<file path="config.mk">
export PLATFORM = sky130hd
export DESIGN_NAME = write_data_router
export DESIGN_NICKNAME = d
export VERILOG_FILES = /design/src/rtl/write_data_router_pkg.sv /design/src/rtl/write_data_router_grant_fifo.sv /design/src/rtl/write_data_router.sv
export SDC_FILE = /design/constraint.sdc
export NUM_CORES = 1
export LEC_CHECK = 0
export CAP_MARGIN = 20
export CORE_ASPECT_RATIO = 0.9
export CORE_MARGIN = 10
export CORE_UTILIZATION = 36
export CTS_CLUSTER_DIAMETER = 200
export DETAILED_ROUTE_END_ITERATION = 16
export PLACE_DENSITY = 0.81
export SETUP_SLACK_MARGIN = 0.02
export SYNTH_ARGS = -nofsm -noshare
export SYNTH_HDL_FRONTEND = slang
export SYNTH_SLANG_ARGS = --single-unit
export TNS_END_PERCENT = 1
</file>
<file path="constraint.sdc">
create_clock -name clk -period 2.75 [get_ports clk]
set_input_delay 0.55 -clock clk [delete_from_list [all_inputs] [get_ports clk]]
set_output_delay 0.55 -clock clk [all_outputs]
set_load 0.1 [all_outputs]
</file>
<file path="src/rtl/write_data_router_pkg.sv">
// write_data_router_pkg: shared AXI widths, master/slave selectors and the grant entry type
package write_data_router_pkg;
    localparam int AXI_DATA_BITS = 32;
    localparam int AXI_STRB_BITS = AXI_DATA_BITS / 8;
    localparam int AXI_LEN_BITS  = 4;
    typedef enum logic [1:0] {M1 = 2'd1, M2 = 2'd2} master_e;
    typedef enum logic [2:0] {S0, S1, S2, S3, S4, S5, SDEFAULT} slave_e;
    typedef struct packed {
        logic [1:0]              master;
        logic [2:0]              slave;
        logic [AXI_LEN_BITS-1:0] len;
    } grant_t;
    typedef enum logic {IDLE, ACTIVE} state_t;
endpackage

</file>
<file path="src/rtl/write_data_router_grant_fifo.sv">
// grant_fifo: in-order queue of AW grants awaiting their write data
module grant_fifo
    import write_data_router_pkg::*;
#(
    parameter int DEPTH = 2
) (
    input  logic                         clk,
    input  logic                         rst,
    input  logic                         push,
    input  logic                         pop,
    input  grant_t                       wr_data,
    output grant_t                       rd_data,
    output logic [$clog2(DEPTH+1)-1:0]   count,
    output logic                         full,
    output logic                         empty
);
    localparam int PW = $clog2(DEPTH);
    localparam int CW = $clog2(DEPTH + 1);
    grant_t          mem_q [DEPTH];
    logic [PW-1:0]   wr_ptr_q, wr_ptr_d, rd_ptr_q, rd_ptr_d;
    logic [CW-1:0]   count_q, count_d;
    logic            full_q, full_d, wr_en, rd_en;
    // pushes while full are dropped; pops on an empty queue are ignored
    always_comb begin
        wr_en    = push && !full_q;
        rd_en    = pop && (count_q != '0);
        wr_ptr_d = wr_en ? wr_ptr_q + 1'b1 : wr_ptr_q;
        rd_ptr_d = rd_en ? rd_ptr_q + 1'b1 : rd_ptr_q;
        count_d  = count_q + CW'(wr_en) - CW'(rd_en);
        full_d   = count_d == CW'(DEPTH);
    end
    // pointer, occupancy and full-flag registers
    always_ff @(posedge clk or negedge rst) begin
        if (!rst) begin
            wr_ptr_q <= '0;
            rd_ptr_q <= '0;
            count_q  <= '0;
            full_q   <= 1'b0;
        end else begin
            wr_ptr_q <= wr_ptr_d;
            rd_ptr_q <= rd_ptr_d;
            count_q  <= count_d;
            full_q   <= full_d;
        end
    end
    // entry storage needs no reset: only slots between the pointers are ever read
    always_ff @(posedge clk) begin
        if (wr_en) mem_q[wr_ptr_q] <= wr_data;
    end
    assign rd_data = mem_q[rd_ptr_q];
    assign count   = count_q;
    assign full    = full_q;
    assign empty   = count_q == '0;
endmodule

</file>
<file path="src/rtl/write_data_router.sv">
// write_data_router: steers granted masters' W beats to decoded slaves in AW order
module write_data_router
    import write_data_router_pkg::*;
#(
    parameter int DEPTH      = 2,
    parameter int NUM_SLAVES = 6
) (
    input  logic                     clk,
    input  logic                     rst,
    input  logic                     aw_push,
    input  logic [1:0]               aw_master,
    input  logic [2:0]               aw_slave,
    input  logic [AXI_LEN_BITS-1:0]  aw_len,
    output logic                     fifo_full,
    input  logic [AXI_DATA_BITS-1:0] WDATA_M1,
    input  logic [AXI_DATA_BITS-1:0] WDATA_M2,
    input  logic [AXI_STRB_BITS-1:0] WSTRB_M1,
    input  logic [AXI_STRB_BITS-1:0] WSTRB_M2,
    input  logic                     WLAST_M1,
    input  logic                     WLAST_M2,
    input  logic                     WVALID_M1,
    input  logic                     WVALID_M2,
    output logic                     WREADY_M1,
    output logic                     WREADY_M2,
    output logic [AXI_DATA_BITS-1:0] WDATA_S,
    output logic [AXI_STRB_BITS-1:0] WSTRB_S,
    output logic                     WLAST_S,
    output logic [NUM_SLAVES-1:0]    WVALID_S,
    input  logic [NUM_SLAVES-1:0]    WREADY_S,
    output logic                     wdone,
    output logic [1:0]               wdone_master,
    output logic [2:0]               wdone_slave,
    output logic                     last_err
);
    localparam int CW = $clog2(DEPTH + 1);
    grant_t                  head;
    logic [CW-1:0]           count;
    logic                    empty, active, sel_m2, miss, wvalid_m, wlast_m, slv_rdy;
    logic                    is_last, fire, pop, push_ok;
    state_t                  state_q, state_d;
    logic [AXI_LEN_BITS-1:0] beat_q, beat_d;
    logic                    wdone_q, wdone_d, last_err_q, last_err_d;
    logic [1:0]              wdone_master_q, wdone_master_d;
    logic [2:0]              wdone_slave_q, wdone_slave_d;

    grant_fifo #(.DEPTH(DEPTH)) u_fifo (
        .clk     (clk),
        .rst     (rst),
        .push    (aw_push),
        .pop     (pop),
        .wr_data ('{master: aw_master, slave: aw_slave, len: aw_len}),
        .rd_data (head),
        .count   (count),
        .full    (fifo_full),
        .empty   (empty)
    );

    // head routing, beat counting, WLAST generation and next state
    always_comb begin
        active         = (state_q == ACTIVE) && !empty;
        sel_m2         = head.master == M2;
        miss           = head.slave >= 3'(NUM_SLAVES);
        wvalid_m       = sel_m2 ? WVALID_M2 : WVALID_M1;
        wlast_m        = sel_m2 ? WLAST_M2 : WLAST_M1;
        slv_rdy        = miss ? 1'b1 : WREADY_S[head.slave];
        is_last        = beat_q == head.len;
        fire           = active && wvalid_m && slv_rdy;
        pop            = fire && is_last;
        push_ok        = aw_push && !fifo_full;
        WDATA_S        = active ? (sel_m2 ? WDATA_M2 : WDATA_M1) : '0;
        WSTRB_S        = active ? (sel_m2 ? WSTRB_M2 : WSTRB_M1) : '0;
        WLAST_S        = active && is_last;
        WVALID_S       = (active && !miss && wvalid_m) ? NUM_SLAVES'(1) << head.slave : '0;
        WREADY_M1      = active && !sel_m2 && slv_rdy;
        WREADY_M2      = active && sel_m2 && slv_rdy;
        beat_d         = fire ? (is_last ? '0 : beat_q + 1'b1) : beat_q;
        wdone_d        = pop;
        wdone_master_d = head.master;
        wdone_slave_d  = head.slave;
        last_err_d     = fire && (wlast_m != is_last);
        state_d        = (state_q == IDLE) ? (push_ok ? ACTIVE : IDLE)
                       : ((pop && count == CW'(1) && !push_ok) ? IDLE : ACTIVE);
    end

    // state, beat counter and one-cycle completion/error pulses
    always_ff @(posedge clk or negedge rst) begin
        if (!rst) begin
            state_q        <= IDLE;
            beat_q         <= '0;
            wdone_q        <= 1'b0;
            wdone_master_q <= '0;
            wdone_slave_q  <= '0;
            last_err_q     <= 1'b0;
        end else begin
            state_q        <= state_d;
            beat_q         <= beat_d;
            wdone_q        <= wdone_d;
            wdone_master_q <= wdone_master_d;
            wdone_slave_q  <= wdone_slave_d;
            last_err_q     <= last_err_d;
        end
    end

    assign wdone        = wdone_q;
    assign wdone_master = wdone_master_q;
    assign wdone_slave  = wdone_slave_q;
    assign last_err     = last_err_q;
endmodule

</file>
==> run metrics <==
outcome=complete, no violations; first-pass GRT wire length=13740 um; Rel. slew slack=47.94%; worst endpoint required time=2200 ps; Die Width=slightly above 100 um; number of synthesized flops with an enable pin=18; Root Driver=clkbuf_8; crit-path cells=clkdlybuf4s50_1 -> nand3b_1 -> a31oi_4 -> a2111o_1 -> nand2_2 -> nor3_4 -> buf_12; Critical-path top delay cell=clkdlybuf4s50_1; maximum fanout along the worst path=2; CTS Buf Count=5; Tcrit/Tclk final=98.89%; Setup CP Type=in -> out; Final setup viols=0; row count=26; share of layout cells above drive strength 1=33.33%; Yosys top cell area share=around 25%; yosys warns=0; initial antenna violation count=0; ys flop type=edfxtp_1; mux contribution to synthesized area=4.253%; starting density of the core=37.81%; XOR/XNOR Fraction of Synth Area=3.966%; Final Core Density=between 70% and 80%; worst skew pair latency=300 ps; Synth area leader=edfxtp_1; Avg Inst Size Synth=8.504 um^2; Post-synth top cells=83 x nand2_1, 37 x a21oi_1, 18 x edfxtp_1, 17 x dfrtp_1, 8 x inv_1; core area=around 0.0058 mm^2; adder-cell share of the synthesized area=1.724%; main combinational cell family by area after synthesis=simple AND/OR/NAND/NOR gates; most area-consuming cells after synthesis=edfxtp_1 25%, dfrtp_1 20%, nand2_1 14%, a21oi_1 8.5%, mux2i_1 3.2%; post-synthesis simple-gate area fraction=24.71%; Post-CTS Hold Fix Bufs=0; Worst setup EP type=output port; grt ovf=0; Synth Area in Compound Gates=15.92%; Final Hold Viols=0; Syn Std Cell Area=between 0.002 and 0.0025 mm^2; Tightest Hold Check Type=reg -> reg; Buffers on Ports=146; DR vias=between 2000 and 2500; count leader, synth=nand2_1; Slew Limit Fails=0; Max Root-Sink Buffers=2; nets@finish=507; post-synthesis sequential area ratio=44.37%; Fmax achieved=about 370 MHz; CP peak stage delay=480 ps; Total Routing Usage GR=18.68%; htree depth=2; vias per inst=roughly 5; clock-pin slew on the worst setup and hold paths=70 ps; Critical Path AT=2170 ps; Seq cells post-synth=35; vias in the first global route=approximately 2500; worst slew pin tran=around 780 ps; routed len/inst=19.46 um; DP HPWL=7476 um; gpl congestion=between 0.7 and 0.8; post-route ant nets=0; DRT iter0 DRCs=85; Die Y=about 94 um; Synth cell types=43; area of the die=0.009562 mm^2; skew final=8.914 ps; MaxCap Viol Count=0; Synth-to-Final Area Change=111.1%; Synth async-reset ratio=48.57%; post-synthesis cell count=between 200 and 300; routed wire length=9358 um; setup TNS=0 ps; Clock Sink Count=35; # fillers=377; largest net degree at the start of global routing=40; Final min period=2719 ps; syn nets=353; DR pass1 iterations=4; # diodes=0; CP startpoint kind=input pin; CTS tree=yes; residual DRC count=0; unrepaired setup endpoints after global routing=yes; io pins=about 150
-- metrics by stage --
step                      instances  setup WS [ps]  hold slack [ps]  area, um^2
after floorplan                 256         -596.9            254.4        2357
after global placement          470         -97.55            475.1        4385
after detailed placement        470         -254.6            481.2        4385
after CTS                       480          15.84            494.8        4519
after global routing            481         -55.50            540.7        4597
final                           481          30.65            490.5        4597
-- logic make-up after synthesis --
family	Yosys count
simple gates	118
compound gates	59
flops	35
buf+inv	23
xor+xnor	9
mux	9
fa+ha+maj	3
-- registers in the layout, indices dropped and copies added (netlist names) --
signal,count
u_fifo.rd_ptr_q,1
state_q,1
beat_q,4
wdone_slave,3
u_fifo.full,1
u_fifo.count,2
last_err,1
wdone_master,2
wdone,1
u_fifo.wr_ptr_q,1
u_fifo.mem_q,18
-- critical path: cells and delay by family --
kind | cells | cell delay, ps
AOI/OAI and AO/OA | 2 | 460
and+or+nand+nor | 3 | 480
buffers and inverters | 2 | 680
-- routing by layer --
layer / GRT usage [%] / wire (um)
met1: 20.10 / 3439
met2: 33.35 / 5032
met3: 6.770 / 698
met4: 5.634 / 188
met5: 0 / 0
-- worst paths after layout --
kind | startpoint | to | slack, ps | cells after the start
setup reg to reg | u_fifo.rd_ptr_q | u_fifo.full | 100 | 12
max in group asynchronous | rst | u_fifo.rd_ptr_q | 1510 | 1
hold / removal | u_fifo.wr_ptr_q | u_fifo.wr_ptr_q | 490 | 1
setup / recovery | WREADY_S[2] | WREADY_M2 | 30 | 7
min in group asynchronous | rst | wdone_master[0] | 710 | 1
hold reg to reg | u_fifo.wr_ptr_q | u_fifo.wr_ptr_q | 490 | 1
-- placed cells by master (no fill, tap or decap), types with 3 or more instances in the layout --
master and n:
ha_1 3, nor4_2 4, nor3_1 3, mux2i_1 7
nand2_1 81, edfxtp_1 18, o21ai_0 4, xnor2_1 4
a21oi_2 36, o22ai_1 3, inv_1 8, clkdlybuf4s50_1 93
xor2_1 3, clkbuf_8 5, buf_4 19, nor2_1 5
nor3_4 3, nand3_1 3, buf_12 47, nand2b_1 4
dfrtp_1 16
-- what timing repair did --
action	CTS	global route
setup endpoints to repair	45	11
gates resized for setup	6	11
gates cloned	1	0
buffers inserted	1	1
pin swaps	2	6
endpoints found under the hold margin	0	0
-- layout make-up --
cell class                      count  area (um^2)  share of cell area, %
Timing Repair Buffer              160         2042                  44.42
Multi-Input combinational cell    198         1381                  30.05
Inverter                           10        37.54                 0.8165
Clock buffer                        7        76.32                  1.660
Sequential cell                    35        967.2                  21.04
Tap cell                           70        87.58                  1.905
Clock inverter                      1        5.005                 0.1089
Power is not shown: default switching activity piles up to over one toggle a cycle in this logic, so the estimate is an artifact.
